File: src/rtl/alzette_seq.sv
// rtl/alzette_seq.sv - multi-cycle Alzette ARX-box sequencer with step datapath
//
// alzette_ise_v2: one combinational Alzette step (forward or inverse).
//   rs      in  64  {y, x} state in
//   rc      in  32  round constant
//   imm     in  2   step index 0..3, selects the rotation pair
//   op_enc  in  1   1 = forward step, 0 = inverse step
//   rd      out 64  {y, x} state out
//
// alzette_seq: runs the four steps of one Alzette box, ROUNDS_PER_CYCLE per clock.
//   g_clk      in  1   clock, rising edge
//   g_resetn   in  1   asynchronous active-low reset
//   abort      in  1   synchronous kill of the in-flight op
//   req_valid  in  1   request present
//   req_ready  out 1   sequencer can accept
//   req_enc    in  1   1 = encrypt, 0 = decrypt
//   req_x      in  32  input x word
//   req_y      in  32  input y word
//   req_c      in  32  round constant
//   rsp_valid  out 1   result present
//   rsp_ready  in  1   consumer accepts
//   rsp_x      out 32  result x word
//   rsp_y      out 32  result y word
//   busy       out 1   sequencer not idle

module alzette_ise_v2 (
  input  logic [63:0] rs,
  input  logic [31:0] rc,
  input  logic [1:0]  imm,
  input  logic        op_enc,
  output logic [63:0] rd
);

  function automatic logic [31:0] ror32(input logic [31:0] v, input logic [4:0] n);
    logic [5:0] m;
    m = 6'd32 - {1'b0, n};
    // A shift by 32 yields zero, so n == 0 returns v unchanged.
    return (v >> n) | (v << m);
  endfunction

  logic [31:0] x_in;
  logic [31:0] y_in;
  logic [4:0]  rot_r;
  logic [4:0]  rot_s;
  logic [31:0] a_enc;
  logic [31:0] b_enc;
  logic [31:0] a_dec;
  logic [31:0] b_dec;

  assign x_in = rs[31:0];
  assign y_in = rs[63:32];

  always_comb begin
    rot_r = 5'd31;
    rot_s = 5'd24;
    case (imm)
      2'd0: begin rot_r = 5'd31; rot_s = 5'd24; end
      2'd1: begin rot_r = 5'd17; rot_s = 5'd17; end
      2'd2: begin rot_r = 5'd0;  rot_s = 5'd31; end
      default: begin rot_r = 5'd24; rot_s = 5'd16; end
    endcase
  end

  // Forward: x += ror(y,r); y ^= ror(x,s); x ^= c.
  assign a_enc = x_in + ror32(y_in, rot_r);
  assign b_enc = y_in ^ ror32(a_enc, rot_s);

  // Inverse undoes the three operations in reverse order.
  assign a_dec = x_in ^ rc;
  assign b_dec = y_in ^ ror32(a_dec, rot_s);

  assign rd = op_enc ? {b_enc, a_enc ^ rc}
                     : {b_dec, a_dec - ror32(b_dec, rot_r)};

endmodule

module alzette_seq #(
  parameter int ROUNDS_PER_CYCLE = 1
) (
  input  logic        g_clk,
  input  logic        g_resetn,
  input  logic        abort,
  input  logic        req_valid,
  output logic        req_ready,
  input  logic        req_enc,
  input  logic [31:0] req_x,
  input  logic [31:0] req_y,
  input  logic [31:0] req_c,
  output logic        rsp_valid,
  input  logic        rsp_ready,
  output logic [31:0] rsp_x,
  output logic [31:0] rsp_y,
  output logic        busy
);

  localparam int R = ROUNDS_PER_CYCLE;

  if (!(R == 1 || R == 2 || R == 4)) begin : g_bad_param
    $error("alzette_seq: ROUNDS_PER_CYCLE must be 1, 2 or 4");
  end

  localparam logic [1:0] ST_IDLE = 2'd0;
  localparam logic [1:0] ST_RUN  = 2'd1;
  localparam logic [1:0] ST_DONE = 2'd2;

  logic [1:0]  state_q;
  logic [1:0]  step_q;
  logic [31:0] x_q;
  logic [31:0] y_q;
  logic [31:0] c_q;
  logic        enc_q;

  logic        req_fire;
  logic        step_last;
  logic [63:0] chain [0:R];

  // Steps k..k+R-1 are chained combinationally; decrypt walks the
  // step indices backwards (3-k is the bitwise complement of k).
  assign chain[0] = {y_q, x_q};

  for (genvar i = 0; i < R; i++) begin : g_step
    logic [1:0] k;
    logic [1:0] imm;
    assign k   = step_q + 2'(i);
    assign imm = enc_q ? k : ~k;

    alzette_ise_v2 u_step (
      .rs     (chain[i]),
      .rc     (c_q),
      .imm    (imm),
      .op_enc (enc_q),
      .rd     (chain[i+1])
    );
  end

  assign step_last = (({1'b0, step_q} + 3'(R)) == 3'd4);

  // DONE offers req_ready only while the result is retired in the same
  // cycle, which lets DONE go straight to RUN. abort masks acceptance.
  always_comb begin
    req_ready = 1'b0;
    case (state_q)
      ST_IDLE: req_ready = 1'b1;
      ST_DONE: req_ready = rsp_ready;
      default: req_ready = 1'b0;
    endcase
    if (abort) req_ready = 1'b0;
  end

  assign req_fire  = req_valid & req_ready;
  assign rsp_valid = (state_q == ST_DONE);
  assign busy      = (state_q != ST_IDLE);
  assign rsp_x     = x_q;
  assign rsp_y     = y_q;

  always_ff @(posedge g_clk or negedge g_resetn) begin
    if (!g_resetn) begin
      state_q <= ST_IDLE;
      step_q  <= 2'd0;
      x_q     <= 32'd0;
      y_q     <= 32'd0;
      c_q     <= 32'd0;
      enc_q   <= 1'b0;
    end else if (abort) begin
      state_q <= ST_IDLE;
      step_q  <= 2'd0;
    end else begin
      case (state_q)
        ST_IDLE: begin
          if (req_fire) begin
            x_q     <= req_x;
            y_q     <= req_y;
            c_q     <= req_c;
            enc_q   <= req_enc;
            step_q  <= 2'd0;
            state_q <= ST_RUN;
          end
        end
        ST_RUN: begin
          x_q <= chain[R][31:0];
          y_q <= chain[R][63:32];
          if (step_last) begin
            step_q  <= 2'd0;
            state_q <= ST_DONE;
          end else begin
            step_q  <= step_q + 2'(R);
          end
        end
        ST_DONE: begin
          if (rsp_ready) begin
            if (req_fire) begin
              x_q     <= req_x;
              y_q     <= req_y;
              c_q     <= req_c;
              enc_q   <= req_enc;
              step_q  <= 2'd0;
              state_q <= ST_RUN;
            end else begin
              state_q <= ST_IDLE;
            end
          end
        end
        default: begin
          state_q <= ST_IDLE;
          step_q  <= 2'd0;
        end
      endcase
    end
  end

endmodule

File: config.mk
export PLATFORM = sky130hd
export DESIGN_NAME = alzette_seq
export DESIGN_NICKNAME = d
export VERILOG_FILES = /design/src/rtl/alzette_seq.sv
export SDC_FILE = /design/constraint.sdc
export NUM_CORES = 1
export LEC_CHECK = 0
export CAP_MARGIN = 40
export CORE_MARGIN = 2
export CORE_UTILIZATION = 40
export CTS_CLUSTER_SIZE = 30
export DETAILED_ROUTE_END_ITERATION = 10
export PLACE_DENSITY_LB_ADDON = 0.2
export SYNTH_ARGS = -nofsm -noshare
export SYNTH_HDL_FRONTEND = slang
export SYNTH_SLANG_ARGS = --single-unit
export TNS_END_PERCENT = 20
File: constraint.sdc
create_clock -name g_clk -period 10.3 [get_ports g_clk]
set_input_delay 2.06 -clock g_clk [delete_from_list [all_inputs] [get_ports g_clk]]
set_output_delay 2.06 -clock g_clk [all_outputs]
set_load 0.005 [all_outputs]
==> impl_metrics.ini <==
[synth]
synthFlopType = dfrtp_1
syn_area_per_cell_um2 = 6.98
synthesis.area_um2 = 16000
syn_inst = 2297
synth_area_leaders = dfrtp_1, nand2_1, a21oi_1
synth_edf_count = 0
seq_area_frac_synth_pct = 15.8
ys_ff_latch = 101
yosysWarningCount = 0
ys_types = 87
async_flop_share_pct = 100
yosysTopAreaCell = dfrtp_1
synth_top_area_share_pct = 15.8
syn-num-nets = 2464

[timing]
clock.fmax_mhz = 124
tns_ns = 0
worst_pin_slew_ns = 0.965
slew_headroom_pct = 35.4
fin_skew_ns = 0.0263
setup_viol = 0
finalMaxSlewViolations = 0
rsz0062_at_grt = no
hold_violations = 0
fin_crit_ns = 8.08
finalCritPeriodShare_pct = 78.5

[drt]
wl_per_cell_um = 33.7
final_antenna_net_count = 0
vias = 20300
firstDrtPassIters = 6
wirelength_um = 97900
drc = 0
first_iter_violations = 2633
avgViaCountPerCell = 7.01

[clocking]
ctsResizeCount = 0
clockRootBuffer = clkbuf_16
cts_buffer_depth = 2
insertion_delay_ns = 0.42
cts_sinks = 101
ctsHtreeMaxLevel = 3
numCtsBuffers = 9
post_cts_buffers = 0
cts_tree = yes
path_clk_slew_ns = 0.09
cts_hold_buf = 0

[floorplan]
core_area_um2 = 39600
die_h_um = 204
initial_core_util_pct = 40.4
dieWidth_um = 204
dieArea_um2 = 41700
rows = 73
ios = 169

[critical_path]
reg2reg_from = step_q[1]$_DFFE_PN0P_
path_cells = ha_4 -> inv_2 -> mux2i_1 -> a211oi_1 -> a31oi_1 -> xnor2_1 -> nor2_1 -> o221ai_1 -> a21oi_1 -> a21oi_1 -> a21oi_2 -> ha_1 -> inv_1 -> fa_1 -> a211oi_1 -> o211ai_1 -> a32oi_1 -> or4_1 -> a21oi_1 -> o41ai_1 -> a21oi_1 -> xor2_1 -> nor2_1 -> o21ai_0
start_kind = flip-flop
path_delay_family = compound AO/OA/AOI/OAI gates
r2r_end = rsp_x[30]$_DFFE_PN0P_
reg2reg_depth = 24
slowest_delay_ns = 0.78
crit_type = reg2reg
critPathBufInv = 2
rrSetupSlack_ns = 2.22
critPathMaxFanout = 51
critical-path-top-cell-by-count = a21oi_1
cp-end-kind = flip-flop
critical_path.slowest_cell = mux2i_1
crit_arrival_ns = 8.37
required_ns = 10.58

[global_routing]
gr-usage-all-layers_pct = 46.2
grt_pass1_vias = 18400
grt_pass1_wl_um = 137000
use_met2_pct = 68.1
met3_usage_pct = 17.5
grt_max_degree = 126
grt.met1_usage_pct = 56.3
antenna_found_initial = 8
overflow = 0
busiest_layer = met2

[place]
hpwl_um = 74000
gp_congestion = 1.09
port_buffers = 168

[cells_and_area]
drive_gt1_share_pct = 7.91
area_growth_syn_to_layout_pct = 16.8
finalNetCount = 2526

[job]
drv_cap = 0

[min_path]
hold_class = reg2reg
holdPathEnd = c_q[23]$_DFFE_PN0P_
worstHoldStart = c_q[23]$_DFFE_PN0P_
hold_path_depth = 2

[run_status]
status = complete, no violations
-- per-stage QoR --
step	util (%)	hold slack [ns]	instance area (µm²)	cells	worst slack (ns)
3_3_place_gp	45.8	0.525	18200	2850	2.44
2_1_floorplan	-	0.503	16000	2297	4.52
3_5_place_dp	46.3	0.532	18400	2870	2.53
6_report	47.2	0.548	18700	2902	2.22
5_1_grt	47.1	0.574	18700	2889	1.88
4_1_cts	47.1	0.550	18700	2886	2.48
-- layout by cell type, fill, tap and decap left out, drive strengths merged, types with 23 or more instances in the layout --
cell | netlist | layout
a21oi | 218 | 218
inv | 48 | 52
xor2 | 71 | 71
o21ai | 189 | 189
nand2 | 346 | 346
a221oi | 24 | 24
nor2 | 236 | 236
and3 | 27 | 27
clkdlybuf4s50 | 0 | 167
buf | 58 | 78
o221ai | 23 | 23
o22ai | 32 | 32
mux2i | 56 | 56
a211oi | 62 | 62
nor3 | 37 | 37
nand3 | 46 | 46
o211ai | 37 | 37
a31oi | 32 | 32
a21o | 37 | 37
xnor2 | 89 | 89
ha | 63 | 63
dfrtp | 101 | 101
mux4 | 29 | 29
-- cell families after synthesis --
kind of cell	after synthesis	synth area share [%]
buf+inv	244	5.93
flops	101	15.8
xor+xnor	160	8.96
compound gates	834	34.2
mux	99	8.56
simple gates	794	21.5
fa+ha+maj	65	5.17
-- worst max-delay path by stage --
| stage | from | slack, ns | cells after the start | endpoint |
|---|---|---|---|---|
| global placement | step_q[1]$_DFFE_PN0P_ | 2.44 | 24 | rsp_x[30]$_DFFE_PN0P_ |
| detailed placement | step_q[1]$_DFFE_PN0P_ | 2.53 | 24 | rsp_x[30]$_DFFE_PN0P_ |
| CTS | step_q[1]$_DFFE_PN0P_ | 2.48 | 24 | rsp_x[30]$_DFFE_PN0P_ |
| global route | step_q[1]$_DFFE_PN0P_ | 1.88 | 24 | rsp_x[22]$_DFFE_PN0P_ |
| finish | step_q[1]$_DFFE_PN0P_ | 2.22 | 24 | rsp_x[30]$_DFFE_PN0P_ |
| floorplan | step_q[0]$_DFFE_PN0P_ | 4.52 | 21 | rsp_y[9]$_DFFE_PN0P_ |
-- synth_stat cells (11+ instances only) --
library cell and n:
a211oi_1 62, a21o_1 37, a21oi_1 217, a221o_1 12
a221oi_1 23, a22oi_1 19, a311oi_1 11, a31oi_1 32
and2_1 14, and3_1 27, buf_1 32, buf_2 25
clkbuf_1 137, dfrtp_1 101, ha_1 63, inv_1 48
mux2_2 14, mux2i_1 56, mux4_2 29, nand2_1 346
nand2b_1 13, nand3_1 45, nor2_1 236, nor3_1 37
o211ai_1 37, o21a_1 11, o21ai_0 188, o221ai_1 23
o22ai_1 32, o31ai_1 14, or3_1 18, xnor2_1 87
xor2_1 70
-- routing by layer --
layer / vias to the layer above / wire [µm]
li1: 8616 / -
met1: 9757 / 36700
met2: 1578 / 41000
met3: 396 / 12700
met4: 0 / 7540
met5: - / 0
-- sequential cells by signal, summed over array words and instances (netlist names) --
register / cells
rsp_x: 32
state_q: 2
enc_q: 1
c_q: 32
step_q: 2
rsp_y: 32
-- worst reg2reg max path: cells and delay by family, from the launching register on --
kind                       cells  cell delay [ns]
muxes                          1             0.79
xor gates and xnor gates       2             0.53
adders and majority gates      3             1.42
DFF                            1             0.57
and+or+nand+nor                3             0.73
buffers and inverters          2             0.64
AOI/OAI and AO/OA             13             3.27
-- layout make-up --
cell class | instances | area, µm²
repair buffers | 246 | 2360
well taps | 525 | 657
fillers | 4113 | 20900
clock buffers | 10 | 239
flip-flops and latches | 101 | 2530
diodes | 13 | 32.5
inverters | 49 | 184
clock inverters | 6 | 51.3
multi-input cells | 1952 | 12700
Power is not shown: default switching activity piles up to over one toggle a cycle in this logic, so the estimate is an artifact.
